===== config.mk =====
export PLATFORM = sky130hd
export DESIGN_NAME = uart_cmd_responder
export DESIGN_NICKNAME = d
export VERILOG_FILES = /design/src/rtl/uart_cmd_responder_pkg.sv /design/src/rtl/uart_cmd_responder.sv
export SDC_FILE = /design/constraint.sdc
export NUM_CORES = 1
export LEC_CHECK = 0
export ABC_CLOCK_PERIOD_IN_PS = 3000
export CAP_MARGIN = 20
export CORE_MARGIN = 3
export CORE_UTILIZATION = 47
export DETAILED_ROUTE_END_ITERATION = 8
export GPL_TIMING_DRIVEN = 1
export PLACE_DENSITY = 0.87
export SETUP_SLACK_MARGIN = 0.02
export SLEW_MARGIN = 15
export SYNTH_ARGS = -nofsm -noshare
export SYNTH_HDL_FRONTEND = slang
export SYNTH_SLANG_ARGS = --single-unit

===== constraint.sdc =====
create_clock -name clk -period 3 [get_ports clk]
set_input_delay 0.45 -clock clk [delete_from_list [all_inputs] [get_ports clk]]
set_output_delay 0.45 -clock clk [all_outputs]
set_load 0.02 [all_outputs]

===== src/rtl/uart_cmd_responder_pkg.sv =====
// uart_cmd_responder shared types and constants
// state encoding, frame bytes, bus widths
package uart_cmd_responder_pkg;

  localparam int DATA_W = 32;
  localparam int ADDR_W = 8;

  localparam logic [7:0] CMD_WRITE = 8'h57;
  localparam logic [7:0] CMD_READ  = 8'h52;
  localparam logic [7:0] RSP_ACK   = 8'h06;
  localparam logic [7:0] RSP_NAK   = 8'h15;

  typedef enum logic [2:0] {
    ST_IDLE,
    ST_ADDR,
    ST_WDATA,
    ST_BUS_WR,
    ST_BUS_RD,
    ST_RESP,
    ST_NAK
  } state_t;

endpackage


===== src/rtl/uart_cmd_responder.sv =====
// uart_cmd_responder: byte frames in, register bus
// transfers out, ack/data bytes back to the uart tx
module uart_cmd_responder
  import uart_cmd_responder_pkg::*;
#(
  parameter int TIMEOUT_CYCLES = 50000
) (
  input  logic              clk,
  input  logic              reset_n,
  input  logic              clk_ena,
  output logic              in_ready,
  input  logic              in_valid,
  input  logic [7:0]        in_data,
  input  logic [1:0]        in_error,
  input  logic              out_ready,
  output logic              out_valid,
  output logic [7:0]        out_data,
  output logic [ADDR_W-1:0] bus_address,
  output logic              bus_write,
  output logic              bus_read,
  output logic [DATA_W-1:0] bus_writedata,
  input  logic [DATA_W-1:0] bus_readdata,
  input  logic              bus_waitrequest,
  output logic              busy
);

  localparam int TW =
    (TIMEOUT_CYCLES > 1) ? $clog2(TIMEOUT_CYCLES) : 1;
  localparam logic [TW-1:0] T_LAST =
    TW'((TIMEOUT_CYCLES > 0) ? TIMEOUT_CYCLES - 1 : 0);

  state_t          state, state_n;
  logic            is_wr;
  logic [1:0]      wcnt;
  logic [TW-1:0]   tcnt;
  logic [39:0]     rsp_sr;
  logic [2:0]      rsp_cnt;
  logic            accept, bad, rx_wait, tmo;
  logic            bus_ack, tx_fire;

  assign in_ready  = (state == ST_IDLE) ||
                     (state == ST_ADDR) ||
                     (state == ST_WDATA);
  assign out_valid = (state == ST_RESP) ||
                     (state == ST_NAK);
  assign out_data  = rsp_sr[39:32];
  assign bus_write = (state == ST_BUS_WR);
  assign bus_read  = (state == ST_BUS_RD);
  assign busy      = (state != ST_IDLE);

  assign accept  = clk_ena & in_valid & in_ready;
  assign bad     = |in_error;
  assign rx_wait = (state == ST_ADDR) ||
                   (state == ST_WDATA);
  assign tmo     = (TIMEOUT_CYCLES != 0) &&
                   rx_wait && (tcnt == T_LAST);
  assign bus_ack = clk_ena & ~bus_waitrequest;
  assign tx_fire = clk_ena & out_valid & out_ready;

  // state register
  always_ff @(posedge clk or negedge reset_n) begin
    if (!reset_n)     state <= ST_IDLE;
    else if (clk_ena) state <= state_n;
  end

  // next-state decode
  always_comb begin
    state_n = state;
    unique case (state)
      ST_IDLE: begin
        if (accept) begin
          if (bad)
            state_n = ST_NAK;
          else if (in_data == CMD_WRITE ||
                   in_data == CMD_READ)
            state_n = ST_ADDR;
          else
            state_n = ST_NAK;
        end
      end
      ST_ADDR: begin
        if (accept) begin
          if (bad)        state_n = ST_NAK;
          else if (is_wr) state_n = ST_WDATA;
          else            state_n = ST_BUS_RD;
        end else if (tmo) begin
          state_n = ST_IDLE;
        end
      end
      ST_WDATA: begin
        if (accept) begin
          if (bad)              state_n = ST_NAK;
          else if (wcnt == 2'd3) state_n = ST_BUS_WR;
        end else if (tmo) begin
          state_n = ST_IDLE;
        end
      end
      ST_BUS_WR,
      ST_BUS_RD: begin
        if (bus_ack) state_n = ST_RESP;
      end
      ST_RESP: begin
        if (tx_fire && rsp_cnt == 3'd1)
          state_n = ST_IDLE;
      end
      ST_NAK: begin
        if (tx_fire) state_n = ST_IDLE;
      end
      default: state_n = ST_IDLE;
    endcase
  end

  // frame capture, timeout counter, response shifter
  always_ff @(posedge clk or negedge reset_n) begin
    if (!reset_n) begin
      is_wr         <= 1'b0;
      wcnt          <= 2'd0;
      tcnt          <= '0;
      bus_address   <= '0;
      bus_writedata <= '0;
      rsp_sr        <= '0;
      rsp_cnt       <= 3'd0;
    end else if (clk_ena) begin
      if (accept && !bad && state == ST_IDLE)
        is_wr <= (in_data == CMD_WRITE);
      if (accept && !bad && state == ST_ADDR) begin
        bus_address <= in_data;
        wcnt        <= 2'd0;
      end
      if (accept && !bad && state == ST_WDATA) begin
        bus_writedata <= {bus_writedata[23:0], in_data};
        wcnt          <= wcnt + 2'd1;
      end
      if (accept || !rx_wait) tcnt <= '0;
      else if (!tmo)          tcnt <= tcnt + 1'b1;
      if (state_n == ST_NAK && state != ST_NAK) begin
        rsp_sr  <= {RSP_NAK, 32'h0};
        rsp_cnt <= 3'd1;
      end else if (state_n == ST_RESP &&
                   state != ST_RESP) begin
        rsp_sr  <= {RSP_ACK,
                    is_wr ? 32'h0 : bus_readdata};
        rsp_cnt <= is_wr ? 3'd1 : 3'd5;
      end else if (tx_fire) begin
        rsp_sr  <= {rsp_sr[31:0], 8'h00};
        rsp_cnt <= rsp_cnt - 3'd1;
      end
    end
  end

endmodule


* Word level (Yosys, flattened, before mapping) *
Index checks and enable logic that the tools add are counted.

word-level totals
  flip-flop bits (word level) = 105
  latch bits = 0
  bits in writable memories = 0
  ROM bits = 0
  bits of input ports = 48
  output and inout bits = 53
  memories = 0

cells by class
  $add $sub $neg = 3
  $mul = 0
  divide/modulo/power cells = 0
  magnitude comparators = 0
  equal/unequal tests = 16
  shifts and indexed selects = 0
  multiplexer cells = 26
  bitwise gates (word level) = 6
  reductions and logical operators = 28

operators by type and width
  operator                                           count
  2-to-1 mux 40 bit                                  3
  2-to-1 mux 3 bit                                   17
  2-to-1 mux 16 bit                                  2
  2-to-1 mux 32 bit                                  1
  case mux 3 bit (6 select lines)                    1
  adder 16 x 1 -> 16 bit (second input constant)     1
  == test 16 bit (second input constant)             1
  == test 8 x 7 -> 1 bit (second input constant)     2
  == test 3 bit (second input constant)              5
  AND reduction 2 bit                                6
  logical AND 1 bit                                  8
  == test 3 x 1 -> 1 bit (second input constant)     2
  == test 3 x 2 -> 1 bit (second input constant)     2
  logical OR 1 bit                                   6
  != test 3 bit (second input constant)              2
  nonzero test 3 bit                                 2
  bitwise AND 1 bit                                  5
  2-to-1 mux 2 bit                                   2
  OR reduction 2 bit                                 2
  zero test 3 bit                                    1
  subtractor 3 x 1 -> 3 bit (second input constant)  1
  adder 2 x 1 -> 2 bit (second input constant)       1
  == test 2 bit (second input constant)              1
  zero test 1 bit                                    2
  other kinds (3)                                    3

* Depth between registers and ports, before layout *
  depth in word-level cells = 11
  depth in mapped cells = 10
  gate-level depth less buffers = 8

* Worst setup path after synthesis *
Ideal clock, no wire load.

  path kind = reg-to-reg
  from = reg tcnt[5]
  to = reg rsp_sr[1]
  library setup time = 0.136 ns
  arrival = 2.991 ns
  data required time = 2.864 ns
  path slack = -0.127 ns
  stages on the path, launching flop included = 9
  buffers on the path = 2
  clock period less this slack = 3.127 ns
  cell sequence = dfrtp_1 or4b_1 or4_4 a41o_1 a2111o_1 buf_2 a2111oi_4 buf_2 o32ai_1

on the way
  word-level cells in the longest chain between the ends = 9
  elaborated cells on any way between the ends = 14

ends and longest elaborated chain
  what                                                                line                                                  RTL
  start: declaration                                                  uart_cmd_responder.sv:35                              logic [TW-1:0] tcnt;
  start signal: assignment                                            uart_cmd_responder.sv:135                             else if (!tmo) tcnt <= tcnt + 1'b1;
  == test 16 bit (*)                                                  uart_cmd_responder.sv:56                              rx_wait && (tcnt == T_LAST);
  logical AND 1 bit (*)                                               uart_cmd_responder.sv:56
  2-to-1 mux 3 bit (*)                                                uart_cmd_responder.sv:86, uart_cmd_responder.sv:94
  2-to-1 mux 3 bit (on tied branches)                                 uart_cmd_responder.sv:91, uart_cmd_responder.sv:82
  case mux 3 bit (6 select lines) (*)                                 uart_cmd_responder.sv:69                              unique case (state)
  == test 3 bit (on tied branches)                                    uart_cmd_responder.sv:136, uart_cmd_responder.sv:139
  logical AND 1 bit (on tied branches)                                uart_cmd_responder.sv:136, uart_cmd_responder.sv:139
  nonzero test 3 bit (no line) or 2-to-1 mux 40 bit (tied branches)   -
  AND reduction 2 bit (no line) or 2-to-1 mux 40 bit (tied branches)  -
  end signal: assignment                                              uart_cmd_responder.sv:137                             rsp_sr <= {RSP_NAK, 32'h0};
  end signal: assignment                                              uart_cmd_responder.sv:141                             rsp_sr <= {RSP_ACK,
  end signal: assignment                                              uart_cmd_responder.sv:145                             rsp_sr <= {rsp_sr[31:0], 8'h00};
  end: declaration                                                    uart_cmd_responder.sv:36                              logic [39:0] rsp_sr;

Every way passes the cells marked *; elsewhere a longest branch is shown, timed or not.
A chain may end at the register's enable or synchronous reset.

* Worst setup path after layout *
  from = reg tcnt[4]
  to = reg rsp_sr[11]

The elaborated chain is that of the path after synthesis.

==> flow_metrics.py <==
metrics = {
    "status": {
        "status": "complete, but fails checks",
        "violations": "setup timing",
    },
    "cells_and_area": {
        "fill_cells": 711,
        "finalNetCount": 648,
        "antennaDiodeCount": 0,
        "layout_common_cells": "dfrtp_1, clkdlybuf4s50_1, mux2_2",
        "drive_above_1_share_pct": 23.5,
        "syn_to_final_growth_pct": 34.8,
        "layout_commonest_cell": "dfrtp_1",
        "stdcell_count": 737,
    },
    "critical_path": {
        "rr_startpoint": "tcnt[4]$_DFFE_PN0P_",
        "path_max_fanout": 11,
        "slowest_delay_ps": 540,
        "startpoint_type": "register",
        "critPathArrivalTime_ps": 3300,
        "end_kind": "register",
        "path_cells": "or4_4, or4_4, a41o_1, buf_4, a2111oi_4, buf_6, buf_4, clkbuf_16, o21ai_0, a21oi_1",
        "worst-setup-path-type": "register to register",
        "crit_path_top_delay_cell": "or4_4",
        "required_ps": 3300,
        "crit_path_start": "tcnt[4]$_DFFE_PN0P_",
    },
    "die": {
        "io_pins": 101,
        "initial_utilization_pct": 49.0,
        "fp.coreArea_um2": 10500,
        "num_rows": 37,
        "die_h_um": 111,
        "die-area_um2": 12200,
        "chipWidth_um": 111,
    },
    "clock_tree": {
        "htree_levels": 3,
        "cts_buffers": 9,
        "cts.reportedPaths.clkPinSlew_ps": 110,
        "clockRootBuffer": "clkbuf_8",
        "clk_path_buf_depth": 2,
        "cts_tree": "built",
        "postCtsHoldBufs": 0,
        "cts.sinks": 105,
        "clk_latency_ps": 390,
    },
    "timing": {
        "worst_pin_slew_ps": 627,
        "rsz0062_at_grt": "yes",
        "finalSetupViolations": 1,
        "fin_crit_sh_pct": 100,
        "hold-worst-slack_ps": 63.3,
        "relSlewSlack_pct": 58.1,
        "worst_slack_ps": -2.02,
        "fmax_ghz": 0.333,
        "skew_ps": 17.7,
        "tns_ps": -2.02,
        "period_minus_slack_ps": 3000,
        "drv_slew": 0,
        "hold_viol": 0,
    },
    "power": {
        "switching_share_pct": 41.8,
        "peakVddDrop_uv": 469,
        "power_switching_mw": 2.56,
        "power_leakage_nw": 2.96,
        "clkPwrFrac_pct": 15.8,
        "seq_power_share_pct": 33.6,
        "power_density_nw_per_um2": 882,
        "comb_power_share_pct": 50.6,
        "p_int_mw": 3.56,
    },
    "grt": {
        "grt_overflow": 0,
        "grtUsageTotal_pct": 22.7,
        "grt_pass1_wl_mm": 23.0,
        "grt_antenna_before_repair": 0,
        "grt_max_degree": 60,
        "grt_pass1_vias": 4462,
    },
    "place": {
        "routabilityCongestion": 0.866,
        "dpl.cell_count": 705,
        "hpwl_mm": 9.14,
        "port_buffers": 100,
    },
    "route": {
        "drtAntennaViolNets": 0,
        "finalWirelength_mm": 15.3,
        "drt_iter0_markers": 697,
        "viasPerCell": 6.21,
        "drc": 0,
        "num_vias": 4576,
        "detail_route.wl_per_cell_um": 20.8,
        "drt-pass1-iter-count": 7,
    },
    "synth": {
        "ys_types": 51,
        "synth-main-ff-cell": "dfrtp_1",
        "yosys_warnings": 0,
        "avgSynthCellArea_um2": 10.7,
        "async_flop_share_pct": 100,
        "synth_edf_count": 0,
        "synthCells": 482,
        "ys_ff_latch": 105,
        "synth_nets": 534,
        "syn-cell-area_um2": 5150,
        "ys_seq_area_share_pct": 51.0,
    },
    "worst_hold_path": {
        "hold_class": "input pin to async pin",
    },
    "flow_run": {
        "cap_violations": 0,
    },
}
==> synth_stat cells, types with 5 or more instances <==
| master | count | area, um^2 |
|---|---|---|
| a21oi_1 | 37 | 185 |
| buf_2 | 5 | 25.0 |
| buf_4 | 8 | 60.1 |
| clkbuf_1 | 27 | 101 |
| dfrtp_1 | 105 | 2630 |
| inv_1 | 8 | 30.0 |
| mux2_2 | 64 | 721 |
| nand2_1 | 32 | 120 |
| nand3_1 | 8 | 40.0 |
| nand4_1 | 30 | 188 |
| nor2_1 | 21 | 78.8 |
| nor2b_1 | 5 | 31.3 |
| nor3_1 | 8 | 40.0 |
| o21ai_0 | 43 | 215 |
| o32ai_1 | 8 | 70.1 |
| or3_1 | 9 | 56.3 |
| xnor2_1 | 10 | 87.6 |
==> path summary, 6_finish.rpt <==
kind | cells past startpoint | endpoint | slack [ps]
min in group clk | 1 | rsp_sr[34]$_DFFE_PN0P_ | 510
max in group asynchronous | 2 | bus_address[1]$_DFFE_PN0P_ | 2210
worst max register to register | 10 | rsp_sr[11]$_DFFE_PN0P_ | -2
worst min register to register | 1 | rsp_sr[34]$_DFFE_PN0P_ | 510
worst max-delay path | 10 | rsp_sr[11]$_DFFE_PN0P_ | -2
worst min-delay path | 1 | rsp_sr[38]$_DFFE_PN0P_ | 60
==> through the flow <==
stage	power, mW	utilization (%)	cell area (um^2)	setup slack (ps)
floorplan	3.58	-	5150	25.8
global placement	4.45	61.1	6420	-41.1
detailed placement	4.55	61.1	6420	-136
CTS	5.67	64.0	6730	9.57
global route	6.40	66.0	6940	-71.1
finish	6.12	66.0	6940	-2.02
==> critical path, delay by kind of cell, from the launching register on <==
kind                   cells  cell delay (ps)
AND/OR/NAND/NOR            2             1070
flip-flops                 1              400
buffers and inverters      4              610
AO/OA/AOI/OAI              4              820
==> registers in the layout, indices dropped and copies added, names as in the netlist <==
signal,count
bus_address,8
bus_writedata,32
is_wr,1
rsp_cnt,3
rsp_sr,40
state,3
tcnt,16
wcnt,2
==> per-layer routing <==
metal / part of all wire, % / vias to the layer above / track usage, %
li1: - / 1999 / -
met1: 39 / 2207 / 29.6
met2: 48 / 302 / 36.7
met3: 9.8 / 68 / 5.68
met4: 3.9 / 0 / 8.46
met5: 0 / - / 0
==> cells by family after synthesis <==
| family | Yosys count | synth area share, % |
|---|---|---|
| adders and majority gates | 4 | 0.972 |
| and+or+nand+nor | 128 | 13.0 |
| muxes | 67 | 14.6 |
| AOI/OAI and AO/OA | 116 | 14.1 |
| xor gates and xnor gates | 11 | 1.87 |
| buffers and inverters | 51 | 4.42 |
| DFF | 105 | 51.0 |
==> cell type report <==
class	count	area (um^2)	area share, %
flip-flops and latches	105	2630	37.9
multi-input cells	326	2360	34.1
repair buffers	145	1520	21.9
well taps	136	170	2.45
clock buffers	9	124	1.79
clock inverters	7	95.1	1.37
inverters	9	33.8	0.487
==> what timing repair did <==
item	in CTS	in global routing
buffers inserted	5	5
cloned	2	4
pin swaps	4	6
endpoints found under the setup margin	16	35
gates resized for setup	2	15
==> power groups by stage <==
stage | combinational, mW | sequential, mW | clock (mW)
after floorplan | 1.54 | 2.04 | 0
after CTS | 2.68 | 2.02 | 0.963
final | 3.10 | 2.05 | 0.967
after detailed placement | 2.50 | 2.05 | 0
after global routing | 3.28 | 2.09 | 1.03
after global placement | 2.43 | 2.02 | 0
Note: power is estimated with default switching activity, not from simulation.
